File: config.mk
export PLATFORM = sky130hd
export DESIGN_NAME = counter_updown_param
export DESIGN_NICKNAME = d
export VERILOG_FILES = /design/src/rtl/counter_pkg.sv /design/src/rtl/press_repeat.sv /design/src/rtl/counter_updown_param.sv
export SDC_FILE = /design/constraint.sdc
export NUM_CORES = 1
export LEC_CHECK = 0
export ABC_CLOCK_PERIOD_IN_PS = 2700
export CELL_PAD_IN_SITES_DETAIL_PLACEMENT = 1
export CELL_PAD_IN_SITES_GLOBAL_PLACEMENT = 1
export CORE_MARGIN = 4
export CORE_UTILIZATION = 33
export DETAILED_ROUTE_END_ITERATION = 7
export PLACE_DENSITY = 0.88
export SYNTH_ARGS = -nofsm -noshare
export SYNTH_HDL_FRONTEND = slang
export SYNTH_SLANG_ARGS = --single-unit
File: constraint.sdc
create_clock -name clk -period 2.7 [get_ports clk]
set_input_delay 0.405 -clock clk [delete_from_list [all_inputs] [get_ports clk]]
set_output_delay 0.405 -clock clk [all_outputs]
set_load 0.05 [all_outputs]
File: src/rtl/counter_pkg.sv
// Shared types for the up/down counter: press-tracking FSM states,
// step-direction encoding and timer sizing helper.
package counter_pkg;

    typedef enum logic [1:0] {
        IDLE   = 2'd0,
        HOLD   = 2'd1,
        REPEAT = 2'd2
    } press_state_t;

    typedef enum logic {
        DIR_DOWN = 1'b0,
        DIR_UP   = 1'b1
    } step_dir_t;

    // Bits needed for a timer that counts 0 .. max(hold, repeat)-1, never less than one.
    function automatic int timer_width(input int hold_cycles, input int repeat_cycles);
        int longest;
        longest = (hold_cycles > repeat_cycles) ? hold_cycles : repeat_cycles;
        return (longest <= 2) ? 1 : $clog2(longest);
    endfunction

endpackage

File: src/rtl/press_repeat.sv
// Button press tracker: turns held up/down levels into step requests,
// with an initial step, a hold delay, then periodic auto-repeat.
module press_repeat
    import counter_pkg::*;
#(
    parameter int HOLD_CYCLES   = 0,
    parameter int REPEAT_CYCLES = 1
) (
    input  logic      clk,
    input  logic      rst,
    input  logic      up,
    input  logic      down,
    input  logic      enable,
    output logic      step_req,
    output step_dir_t step_dir
);

    localparam int TW = timer_width(HOLD_CYCLES, REPEAT_CYCLES);
    localparam logic [TW-1:0] HOLD_LAST   = (HOLD_CYCLES > 0) ? TW'(HOLD_CYCLES - 1) : '0;
    localparam logic [TW-1:0] REPEAT_LAST = TW'(REPEAT_CYCLES - 1);

    press_state_t    state;
    press_state_t    state_next;
    logic [TW-1:0]   timer;
    logic [TW-1:0]   timer_next;
    step_dir_t       dir_latched;
    step_dir_t       dir_next;
    step_dir_t       dir_now;
    logic            press;

    // Pressing both buttons cancels out; direction follows the up button.
    assign press   = up ^ down;
    assign dir_now = up ? DIR_UP : DIR_DOWN;

    // Decide this cycle's step and the FSM/timer/direction updates; the step is
    // combinational so the count moves on the same edge that samples the press.
    always_comb begin
        state_next = state;
        timer_next = timer;
        dir_next   = dir_latched;
        step_req   = 1'b0;
        step_dir   = dir_now;
        case (state)
            IDLE: begin
                if (press && enable) begin
                    step_req   = 1'b1;
                    dir_next   = dir_now;
                    timer_next = '0;
                    state_next = HOLD;
                end
            end
            HOLD: begin
                if (!press || !enable) begin
                    state_next = IDLE;
                    timer_next = '0;
                end else if (dir_now != dir_latched) begin
                    step_req   = 1'b1;
                    dir_next   = dir_now;
                    timer_next = '0;
                end else if (HOLD_CYCLES > 0) begin
                    if (timer == HOLD_LAST) begin
                        step_req   = 1'b1;
                        timer_next = '0;
                        state_next = REPEAT;
                    end else begin
                        timer_next = timer + 1'b1;
                    end
                end
            end
            REPEAT: begin
                if (!press || !enable) begin
                    state_next = IDLE;
                    timer_next = '0;
                end else if (dir_now != dir_latched) begin
                    step_req   = 1'b1;
                    dir_next   = dir_now;
                    timer_next = '0;
                    state_next = HOLD;
                end else if (timer == REPEAT_LAST) begin
                    step_req   = 1'b1;
                    timer_next = '0;
                end else begin
                    timer_next = timer + 1'b1;
                end
            end
            default: begin
                state_next = IDLE;
                timer_next = '0;
            end
        endcase
    end

    // Register FSM state, timer and latched direction; reset returns to IDLE.
    always_ff @(posedge clk) begin
        if (rst) begin
            state       <= IDLE;
            timer       <= '0;
            dir_latched <= DIR_DOWN;
        end else begin
            state       <= state_next;
            timer       <= timer_next;
            dir_latched <= dir_next;
        end
    end

endmodule

File: src/rtl/counter_updown_param.sv
// Parameterised modulo up/down counter driven by held buttons with
// auto-repeat, optional saturation, and a clamped synchronous load.
module counter_updown_param
    import counter_pkg::*;
#(
    parameter int WIDTH         = 4,
    parameter int MOD           = 16,
    parameter int SATURATE      = 0,
    parameter int HOLD_CYCLES   = 0,
    parameter int REPEAT_CYCLES = 1
) (
    input  logic             clk,
    input  logic             rst,
    input  logic             up,
    input  logic             down,
    input  logic             enable,
    input  logic             load,
    input  logic [WIDTH-1:0] load_value,
    output logic [WIDTH-1:0] count,
    output logic             step,
    output logic             wrap,
    output logic             at_min,
    output logic             at_max
);

    if (WIDTH < 2 || WIDTH > 16) begin : g_bad_width
        $error("counter_updown_param: WIDTH must be in 2..16");
    end
    if (MOD < 2 || MOD > (1 << WIDTH)) begin : g_bad_mod
        $error("counter_updown_param: MOD must be in 2..2**WIDTH");
    end
    if (SATURATE != 0 && SATURATE != 1) begin : g_bad_saturate
        $error("counter_updown_param: SATURATE must be 0 or 1");
    end
    if (HOLD_CYCLES < 0) begin : g_bad_hold
        $error("counter_updown_param: HOLD_CYCLES must be >= 0");
    end
    if (REPEAT_CYCLES < 1) begin : g_bad_repeat
        $error("counter_updown_param: REPEAT_CYCLES must be >= 1");
    end

    localparam logic [WIDTH-1:0] MAX_COUNT = WIDTH'(MOD - 1);
    localparam logic [WIDTH:0]   MOD_EXT   = (WIDTH + 1)'(MOD);

    logic             step_req;
    step_dir_t        step_dir;
    logic [WIDTH-1:0] load_clamped;
    logic [WIDTH-1:0] count_next;
    logic             step_next;
    logic             wrap_next;

    press_repeat #(
        .HOLD_CYCLES   (HOLD_CYCLES),
        .REPEAT_CYCLES (REPEAT_CYCLES)
    ) u_press_repeat (
        .clk      (clk),
        .rst      (rst),
        .up       (up),
        .down     (down),
        .enable   (enable),
        .step_req (step_req),
        .step_dir (step_dir)
    );

    // Out-of-range load values land on the top of the count range.
    assign load_clamped = ({1'b0, load_value} >= MOD_EXT) ? MAX_COUNT : load_value;

    // Next count: load wins over any step; steps wrap or stick at the limits.
    always_comb begin
        count_next = count;
        step_next  = 1'b0;
        wrap_next  = 1'b0;
        if (load) begin
            count_next = load_clamped;
        end else if (step_req) begin
            if (step_dir == DIR_UP) begin
                if (count == MAX_COUNT) begin
                    if (SATURATE == 0) begin
                        count_next = '0;
                        step_next  = 1'b1;
                        wrap_next  = 1'b1;
                    end
                end else begin
                    count_next = count + 1'b1;
                    step_next  = 1'b1;
                end
            end else begin
                if (count == '0) begin
                    if (SATURATE == 0) begin
                        count_next = MAX_COUNT;
                        step_next  = 1'b1;
                        wrap_next  = 1'b1;
                    end
                end else begin
                    count_next = count - 1'b1;
                    step_next  = 1'b1;
                end
            end
        end
    end

    // Register the count and its step/wrap pulses together so they line up.
    always_ff @(posedge clk) begin
        if (rst) begin
            count <= '0;
            step  <= 1'b0;
            wrap  <= 1'b0;
        end else begin
            count <= count_next;
            step  <= step_next;
            wrap  <= wrap_next;
        end
    end

    assign at_min = (count == '0);
    assign at_max = (count == MAX_COUNT);

endmodule
==> results of run 1 <==
-- layout by cell type, fill, tap and decap left out --
cell,count
inv_2,1
nor3b_1,1
xnor2_1,2
a31oi_1,1
o21bai_1,1
a21oi_1,4
nor2_1,4
nor3_1,4
nand2_1,2
inv_1,4
o21ai_1,1
dfxtp_1,8
o21a_1,1
a41oi_1,1
clkbuf_4,3
nor2b_1,1
xor2_1,3
mux2i_1,5
o21ai_0,2
or4_1,1
clkdlybuf4s50_1,17
o211ai_4,1
ha_1,4
a221oi_2,1
and3_2,1
nor4_1,1
-- through the flow --
| stage | hold WS, ns | setup slack (ns) | cell area (um^2) | cells |
|---|---|---|---|---|
| CTS | 0.4966 | 0.1704 | 714.4 | 91 |
| floorplan | 0.4654 | 0.2187 | 516.7 | 58 |
| global route | 0.5428 | 0.08300 | 714.4 | 91 |
| global placement | 0.4755 | 0.5064 | 691.9 | 88 |
| detailed placement | 0.4884 | 0.4016 | 691.9 | 88 |
| finish | 0.4977 | 0.2103 | 714.4 | 91 |
-- worst reg2reg max path, delay by kind of cell (launching register included) --
family | cells | cell delay, ns
AND/OR/NAND/NOR | 1 | 0.51
buffers and inverters | 1 | 0.07
flip-flops | 1 | 0.42
AO/OA/AOI/OAI | 3 | 0.49
-- path summary, 6_finish.rpt --
check	to	slack (ns)
worst min register to register	u_press_repeat.dir_latched	0.50
worst max-delay path	at_min	0.21
worst min-delay path	u_press_repeat.dir_latched	0.50
worst max register to register	count[3]	1.12
-- cells by family (layout without fill, tap and decap cells) --
logic type	after synthesis	in the layout
AND/OR/NAND/NOR	15	15
AO/OA/AOI/OAI	13	13
flip-flops	8	8
buffers and inverters	8	25
XOR/XNOR	5	5
multiplexers	5	5
adder cells (fa/ha/maj)	4	4
-- layer usage --
layer  vias up  track usage [%]  wire [um]
met5         -                0          0
met4         0            6.452         23
met3         2            3.759         81
met2        12            25.94        732
met1       228            14.03        532
li1        239                -          -
-- registers in the layout, summed over array words and instances, names as in the netlist --
register                    flops
u_press_repeat.dir_latched      1
wrap                            1
step                            1
count                           4
u_press_repeat.state            1
-- power breakdown --
| group | switching [mW] | leakage, nW | internal, mW |
|---|---|---|---|
| combinational | 0.106 | 0.212 | 0.0785 |
| sequential | 0.0178 | 0.0659 | 0.135 |
| clock | 0.0489 | 0.0138 | 0.0514 |
| total | 0.173 | 0.292 | 0.265 |
-- layout make-up --
class	count	area (um^2)
Fill cell	178	774.5
Multi-Input combinational cell	42	322.8
Timing Repair Buffer	17	170.2
Sequential cell	8	160.2
Clock buffer	3	22.52
Tap cell	16	20.02
Inverter	5	18.77
-- cells in the mapped netlist, types with 2 or more instances --
cell type	instances
nor2_1	4
inv_1	4
a21oi_1	4
clkbuf_1	2
xnor2_1	2
mux2i_1	5
nor3_1	4
ha_1	4
dfxtp_1	8
nand2_1	2
xor2_1	3
o21ai_0	2
==> flow_metrics.tcl, run 1 <==
set metrics [dict create \
    outcome "complete, no violations" \
    cts_resized 0 \
    grt_setup_unrepaired "false" \
    final_max_slew_viol_count 0 \
    yosys_warnings 0 \
    power_density_nw_per_um2 613.0 \
    cts_hold_buffers 0 \
    crit_start "count[0]" \
    min_period_over_period_pct 92.21 \
    synth.top_cell.area_share_pct 30.99 \
    gp_congestion 0.7477 \
    start_util_pct 34.71 \
    cts_htree_levels 1 \
    drt_iter0_drc 1 \
    fmax_mhz 401.7 \
    yosysTopAreaCell "dfxtp_1" \
    io_buffers 17 \
    clock-sinks 8 \
    core.rowCount 14 \
    worstHoldStart "u_press_repeat.dir_latched" \
    area_growth_pct 38.26 \
    worstSetupPathType "register to output pin" \
    final_antenna_net_count 0 \
    r2r_start "count[2]" \
    synth.avg_cell_area_um2 8.909 \
    final_core_util_pct 47.98 \
    finalSetupTns_ns 0 \
    power.leakage_nw 0.2916 \
    cp.arrival_ns 2.08 \
    syn_nets 72 \
    cts_root_buffer "clkbuf_4" \
    cp_max_fo 6 \
    synthTopCellsByArea "dfxtp_1 31%, ha_1 9.7%, mux2i_1 9.7%" \
    grt_pass1_wl_um 2118 \
    dieHeight_um 47.57 \
    synth_cell_types 26 \
    n_antenna_cell 0 \
    cp_cell_sequence "inv_1, ha_1, nor3b_1, clkdlybuf4s50_1" \
    ys_ff_latch 8 \
    cp_num_buf_inv 2 \
    worst_slew_pin_slew_ns 0.5042 \
    clk_pin_slew_worst_paths_ns 0.06 \
    relSlewSlack_pct 66.28 \
    p_total_uw 437.9 \
    gr-usage-all-layers_pct 13.84 \
    wl_per_cell_um 15.07 \
    async_flop_share_pct 0 \
    synth_compound_area_share_pct 19.61 \
    endpoint_kind "output pin" \
    hold_violations 0 \
    syn_area_um2 516.7 \
    netlist_instances 58 \
    setup_viol 0 \
    dr.pass1.iters 2 \
    post-dp-hpwl_um 1104 \
    worst-path-stages 4 \
    cts_tree "done" \
    ys_seq_area_share_pct 30.99 \
    nets 91 \
    grt_max_degree 9 \
    cpLargestDelayFamily "buffers and inverters" \
    synth_adder_area_share_pct 9.685 \
    ios 18 \
    die_w_um 47.57 \
    irDropWorstVdd_v 0.0003178 \
    via_count 481 \
    post_cts_buffers 0 \
    synth-edff-count 0 \
    worst-r2r-cell-count 5 \
    insertion_delay_ns 0.26 \
    routed_via_density 5.286 \
    cts_buffer_depth 2 \
    max_cap_violations 0 \
    min_path_cells 2 \
    finalCriticalPeriod_ns 2.490 \
    core_um2 1489 \
    synthSimpleGateAreaFrac_pct 15.01 \
    slowest_delay_ns 0.86 \
    drive_above_1_share_pct 9.333 \
    synth_xor_area_share_pct 8.475 \
    clock_skew_ns 0.0005562 \
    grt_pass1_vias 478 \
    critPathRequiredTime_ns 2.30 \
    worstSetupStartpointType "register" \
    cts_buffers 3 \
    hold_class "register to register" \
    synth_top_family_by_area "compound AO/OA/AOI/OAI gates" \
    synthMuxAreaShare_pct 9.685 \
    die_area_um2 2263 \
    drc 0 \
    overflow 0 \
    antenna_found_initial 0 \
    synth_ff_type "dfxtp_1" \
    wl_um 1371 \
    crit_slowest_cell "clkdlybuf4s50_1" \
]
No activity file was read; power rests on OpenSTA's default activity.
==> run 2, diff against run 1 <==
CTS_CLUSTER_SIZE = 10   (was not set)
==> results of run 2 <==
The final DEF is identical to that of run 1; final timing and power are the same.
